==> src/rtl/branch_ckpt_ctrl.sv <==
// branch_ckpt_ctrl: circular FIFO of branch checkpoints with in-order retire
// and single-cycle mispredict recovery (restore + flush pulse).
`default_nettype none

module branch_ckpt_ctrl #(
  parameter int NUM_CKPT   = 4,
  parameter int CKPT_WIDTH = 2,
  parameter int ROB_WIDTH  = 4
) (
  input  logic                  clk,
  input  logic                  reset,
  input  logic                  br_dispatch_valid,
  input  logic [ROB_WIDTH-1:0]  br_rob_tag,
  output logic                  ckpt_ready,
  output logic                  ckpt_save,
  output logic [CKPT_WIDTH-1:0] ckpt_save_id,
  input  logic                  resolve_valid,
  input  logic [CKPT_WIDTH-1:0] resolve_id,
  input  logic                  resolve_mispredict,
  output logic                  ckpt_free,
  output logic [CKPT_WIDTH-1:0] ckpt_free_id,
  output logic                  restore_valid,
  output logic [CKPT_WIDTH-1:0] restore_id,
  output logic [ROB_WIDTH-1:0]  restore_rob_tag,
  output logic                  flush,
  output logic [CKPT_WIDTH:0]   ckpt_count
);

  typedef enum logic [0:0] {NORMAL = 1'b0, RECOVER = 1'b1} state_t;

  localparam logic [CKPT_WIDTH:0] FULL_COUNT = (CKPT_WIDTH+1)'(NUM_CKPT);

  state_t                  state_q, state_d;
  logic [CKPT_WIDTH-1:0]   head_q, head_d;
  logic [CKPT_WIDTH-1:0]   tail_q, tail_d;
  logic [CKPT_WIDTH:0]     count_q, count_d;
  logic [NUM_CKPT-1:0]     valid_q, valid_d;
  logic [NUM_CKPT-1:0]     resolved_q, resolved_d;
  logic                    free_q, free_d;
  logic [CKPT_WIDTH-1:0]   free_id_q, free_id_d;
  logic [CKPT_WIDTH-1:0]   restore_id_q, restore_id_d;
  logic [ROB_WIDTH-1:0]    restore_tag_q, restore_tag_d;
  logic [ROB_WIDTH-1:0]    tag_q [NUM_CKPT];

  logic                    mispredict;
  logic                    resolve_ok;
  logic                    retire_fire;
  logic [CKPT_WIDTH-1:0]   rel;

  assign ckpt_ready = (state_q == NORMAL) && (count_q < FULL_COUNT) && reset;
  assign ckpt_save  = br_dispatch_valid && ckpt_ready && !(resolve_valid && resolve_mispredict);
  assign ckpt_save_id = tail_q;

  assign mispredict = resolve_valid && resolve_mispredict && valid_q[resolve_id] && (state_q == NORMAL);
  assign resolve_ok = resolve_valid && !resolve_mispredict && valid_q[resolve_id] && (state_q == NORMAL);
  assign rel        = resolve_id - head_q;
  // Head cannot retire when the mispredicting branch is the head itself.
  assign retire_fire = valid_q[head_q] && resolved_q[head_q] && !(mispredict && (resolve_id == head_q));

  assign ckpt_free       = free_q;
  assign ckpt_free_id    = free_id_q;
  assign restore_valid   = (state_q == RECOVER);
  assign flush           = (state_q == RECOVER);
  assign restore_id      = restore_id_q;
  assign restore_rob_tag = restore_tag_q;
  assign ckpt_count      = count_q;

  always_comb begin
    state_d       = NORMAL;
    head_d        = head_q;
    tail_d        = tail_q;
    count_d       = count_q;
    valid_d       = valid_q;
    resolved_d    = resolved_q;
    free_d        = 1'b0;
    free_id_d     = head_q;
    restore_id_d  = restore_id_q;
    restore_tag_d = restore_tag_q;

    if (resolve_ok) begin
      resolved_d[resolve_id] = 1'b1;
    end

    if (retire_fire) begin
      valid_d[head_q]    = 1'b0;
      resolved_d[head_q] = 1'b0;
      head_d             = head_q + 1'b1;
      free_d             = 1'b1;
    end

    if (mispredict) begin
      state_d       = RECOVER;
      tail_d        = resolve_id;
      restore_id_d  = resolve_id;
      restore_tag_d = tag_q[resolve_id];
      count_d       = {1'b0, rel} - (CKPT_WIDTH+1)'(retire_fire);
      // Slots at or beyond the mispredicting branch in program order are squashed.
      for (int i = 0; i < NUM_CKPT; i++) begin
        if (CKPT_WIDTH'(CKPT_WIDTH'(i) - head_q) >= rel) begin
          valid_d[i]    = 1'b0;
          resolved_d[i] = 1'b0;
        end
      end
    end else begin
      count_d = count_q + (CKPT_WIDTH+1)'(ckpt_save) - (CKPT_WIDTH+1)'(retire_fire);
    end

    if (ckpt_save) begin
      valid_d[tail_q]    = 1'b1;
      resolved_d[tail_q] = 1'b0;
      tail_d             = tail_q + 1'b1;
    end
  end

  always_ff @(posedge clk) begin
    if (!reset) begin
      state_q       <= NORMAL;
      head_q        <= '0;
      tail_q        <= '0;
      count_q       <= '0;
      valid_q       <= '0;
      resolved_q    <= '0;
      free_q        <= 1'b0;
      free_id_q     <= '0;
      restore_id_q  <= '0;
      restore_tag_q <= '0;
    end else begin
      state_q       <= state_d;
      head_q        <= head_d;
      tail_q        <= tail_d;
      count_q       <= count_d;
      valid_q       <= valid_d;
      resolved_q    <= resolved_d;
      free_q        <= free_d;
      free_id_q     <= free_id_d;
      restore_id_q  <= restore_id_d;
      restore_tag_q <= restore_tag_d;
    end
  end

  // Snapshot payload needs no reset; it is only read behind a valid bit.
  always_ff @(posedge clk) begin
    if (ckpt_save) begin
      tag_q[tail_q] <= br_rob_tag;
    end
  end

endmodule

`default_nettype wire

==> config.mk <==
export PLATFORM = sky130hd
export DESIGN_NAME = branch_ckpt_ctrl
export DESIGN_NICKNAME = d
export VERILOG_FILES = /design/src/rtl/branch_ckpt_ctrl.sv
export SDC_FILE = /design/constraint.sdc
export NUM_CORES = 1
export LEC_CHECK = 0
export CAP_MARGIN = 20
export CORE_ASPECT_RATIO = 1.1
export CORE_MARGIN = 10
export CORE_UTILIZATION = 55
export CTS_CLUSTER_DIAMETER = 30
export DETAILED_ROUTE_END_ITERATION = 6
export GPL_ROUTABILITY_DRIVEN = 0
export GPL_TIMING_DRIVEN = 0
export PLACE_DENSITY = 0.79
export SLEW_MARGIN = 10
export SYNTH_ARGS = -nofsm -noshare
export SYNTH_HDL_FRONTEND = slang
export SYNTH_SLANG_ARGS = --single-unit
export TNS_END_PERCENT = 10
==> constraint.sdc <==
create_clock -name clk -period 4.75 [get_ports clk]
set_input_delay 1.1875 -clock clk [delete_from_list [all_inputs] [get_ports clk]]
set_output_delay 1.1875 -clock clk [all_outputs]
set_load 0.01 [all_outputs]
==> flow_summary_export.csv <==
group,metric,value,unit
route,wirelength,4.635,mm
worst_setup_path,crit_path_top_delay_cell,"nor3b_1",
yosys,yosysUniqueCellTypes,52,
cells_and_area,syn2layout_area_growth,18.91,%
sta,slew_headroom,54.56,%
grt,grt_use_total,13.92,%
min_path,hold_path_startpoint,"restore_rob_tag[1]",
route,avgViaCountPerCell,5.677,
placed_design,place_ws,0.2064,ns
clocking,clkTransAtPathRegs,0.09,ns
grt,grt_first_pass_wirelength,7.672,mm
yosys,synth.cell_area,0.002256,mm²
clocking,cts_inserted_buffers,5,
worst_setup_path,critPathRequiredTime,3.56,ns
cells_and_area,multiInputGateArea,0.001141,mm²
sta,fin_skew,0.007478,ns
route,drc,0,
grt,grt_max_degree,15,
power,total_power,787.1,µW
yosys,postSynthCellCount,204,
sta,tightest_slew,0.6801,ns
clocking,htreeDepth,2,
cells_and_area,seqCellArea,980.9,µm²
die,core_area,0.003964,mm²
worst_setup_path,crit_top_cell,"clkdlybuf4s50_1",
die,die_w,81.07,µm
clocking,cts_buffer_depth,2,
yosys,synth_warnings,0,
yosys,synthTopCellsByArea,"dfxtp_1 (22%), edfxtp_1 (21%), ha_1 (9.4%)",
cells_and_area,layout_common_cells,"clkdlybuf4s50_1 (27), nand2_1 (26), dfxtp_1 (25)",
worst_setup_path,critPathMaxStageDelay,0.57,ns
sta,setup_viol,0,
worst_setup_path,crit_path_cell_trace,"clkdlybuf4s50_1 -> nor3b_1 -> nand2_1 -> inv_1 -> clkdlybuf4s50_1",
power,power.sequential.fraction,52.4,%
cells_and_area,mostFrequentLayoutCell,"clkdlybuf4s50_1",
yosys,syn-num-nets,233,
power,leakagePower,1.062,nW
worst_setup_path,cp_num_buf_inv,3,
sta,drv_slew,0,
clocking,clk_latency,0.30,ns
yosys,synthArstFlopShare,0,%
power,swShare,28.17,%
clocking,cts_resized,0,
yosys,yosys.area.top_type,"dfxtp_1",
power,p_comb_share,18.0,%
clocking,postCtsHoldBufs,0,
die,chipHeight,87.17,µm
route,ant_nets,0,
yosys,syn_avg_cell_area,11.06,µm²
grt,first_global_vias,1612,
sta,min_period,4.362,ns
grt,antenna_found_initial,0,
worst_setup_path,end_kind,"output port",
power,p_sw,221.7,µW
power,ir_worst_vdd,0.0002443,V
yosys,synthFlopType,"dfxtp_1",
route,routedWlPerCell,15.93,µm
worst_setup_path,worstReg2RegStart,"free_id_d[0]",
yosys,synth_edf_count,16,
sta,worst_slack,0.3880,ns
min_path,hold_class,"reg2reg",
worst_setup_path,startpoint_type,"input port",
sta,min_period_over_period,91.83,%
route,via_count,1652,
die,io-pin-count,29,
die,rows,24,
placed_design,placed_cells,283,
cells_and_area,fin_nets,267,
sta,rsz0062_at_grt,"no",
sta,hold_viol,0,
worst_setup_path,path_class,"in2out",
power,intPower,565.4,µW
cells_and_area,num_antenna_cells,0,
clocking,cts.sinks,41,
route,drt-initial-drc-count,145,
route,drt-pass1-iter-count,4,
power,p_per_area,293.4,mW/mm²
sta,timing.hold.ws,0.4671,ns
run_status,status,"completed",
clocking,post_cts_buffers,0,
clocking,cts_tree,"yes",
worst_setup_path,cp_top_family,"buffers and inverters",
power,pwr-share-clk,29.6,%
sta,setup_tns,0,ns
worst_setup_path,cp.arrival,3.17,ns
placed_design,dp_hpwl,3.466,mm
placed_design,portBuffers,27,
sta,clock.fmax,0.2293,GHz
die,start_util,56.91,%
yosys,synth-seq-cells,41,
grt,grt.overflow.total,0,
clocking,root_buffer,"clkbuf_8",
flow_run,cap_violations,0,
worst_setup_path,crit_path_start,"reset",
cells_and_area,finalNonFillerCells,291,
cells_and_area,drive_above_1_share,11.30,%
cells_and_area,fillers,333,
yosys,synth_top_cell_area_share,22.19,%
worst_setup_path,critPathMaxFanout,6,
die,die-area,0.007066,mm²
yosys,synth_seq_area_share,43.48,%
[synth_stat cells (2+ instances only)]
| library cell | count |
|---|---|
| o311ai_0 | 4 |
| nand4bb_1 | 2 |
| and2_1 | 3 |
| a21boi_0 | 8 |
| o21a_1 | 2 |
| xnor2_1 | 3 |
| nor2_1 | 5 |
| edfxtp_1 | 16 |
| mux2i_1 | 2 |
| inv_1 | 17 |
| ha_1 | 17 |
| xor2_1 | 2 |
| buf_2 | 2 |
| nand3b_1 | 3 |
| nor3_1 | 4 |
| buf_6 | 3 |
| a211oi_1 | 4 |
| clkbuf_1 | 4 |
| o21ai_0 | 2 |
| nand2_1 | 26 |
| dfxtp_1 | 25 |
| nand3_1 | 5 |
| mux4_1 | 4 |
| nor2b_1 | 3 |
| nor3b_1 | 2 |
| nand2b_1 | 3 |
| o311a_2 | 2 |
| o211ai_1 | 4 |
| mux4_2 | 2 |
| and3b_1 | 2 |
| o211a_1 | 2 |
[final cells by class]
type                            instances  area share, %
Buffer                                 11          2.612
Clock buffer                            5          2.565
Clock inverter                          3         0.8396
Inverter                               17          2.379
Multi-Input combinational cell        135          42.54
Sequential cell                        41          36.57
Tap cell                               52          2.425
Timing Repair Buffer                   27          10.07
[cells by family after synthesis]
kind of cell / synth area share [%]
and+or+nand+nor: 16.03
DFF: 43.48
AOI/OAI and AO/OA: 13.59
buffers and inverters: 5.934
adders and majority gates: 10.32
muxes: 8.707
xor gates and xnor gates: 1.942
[sequential cells by signal, indices dropped and copies added (netlist names)]
name             flops
tag_q               16
valid_q              4
restore_rob_tag      4
ckpt_count           3
restore_id           2
flush                1
ckpt_free            1
ckpt_free_id         2
ckpt_save_id         2
resolved_q           4
free_id_d            2
[worst register-to-register path, delay by kind of cell, from the launching register on]
family / cells / cell delay (ns)
adder cells (fa/ha/maj): 3 / 0.72
flip-flops: 1 / 0.55
multiplexers: 1 / 0.48
buffers and inverters: 3 / 0.42
AO/OA/AOI/OAI: 2 / 0.36
XOR/XNOR: 2 / 0.32
AND/OR/NAND/NOR: 1 / 0.07
[worst paths after layout]
path	endpoint	slack [ns]	cells after the start
worst min-delay path	restore_rob_tag[1]	0.47	2
worst max register to register	ckpt_count[2]	1.73	12
worst max-delay path	ckpt_save	0.39	5
worst min register to register	restore_rob_tag[1]	0.47	2
[layer usage]
metal	global-route usage, %	up-vias	wire length (µm)
met5	0	-	0
met4	3.780	0	56
met3	4.855	9	408
met2	22.39	55	2105
met1	17.23	782	2064
li1	-	806	-
[per-stage QoR]
stage	instance area, µm²	utilization [%]
after floorplan	2256	-
final	2683	67.68
after global routing	2683	67.68
after CTS	2683	67.68
after detailed placement	2591	65.37
after global placement	2591	65.37
[power by group through the flow]
stage	Combinational (mW)	Sequential, mW	Clock [mW]
floorplan	0.0833	0.419	0
global placement	0.140	0.419	0
detailed placement	0.142	0.419	0
CTS	0.143	0.411	0.238
global route	0.157	0.416	0.250
finish	0.142	0.412	0.233
Note: power is estimated with default switching activity, not from simulation.
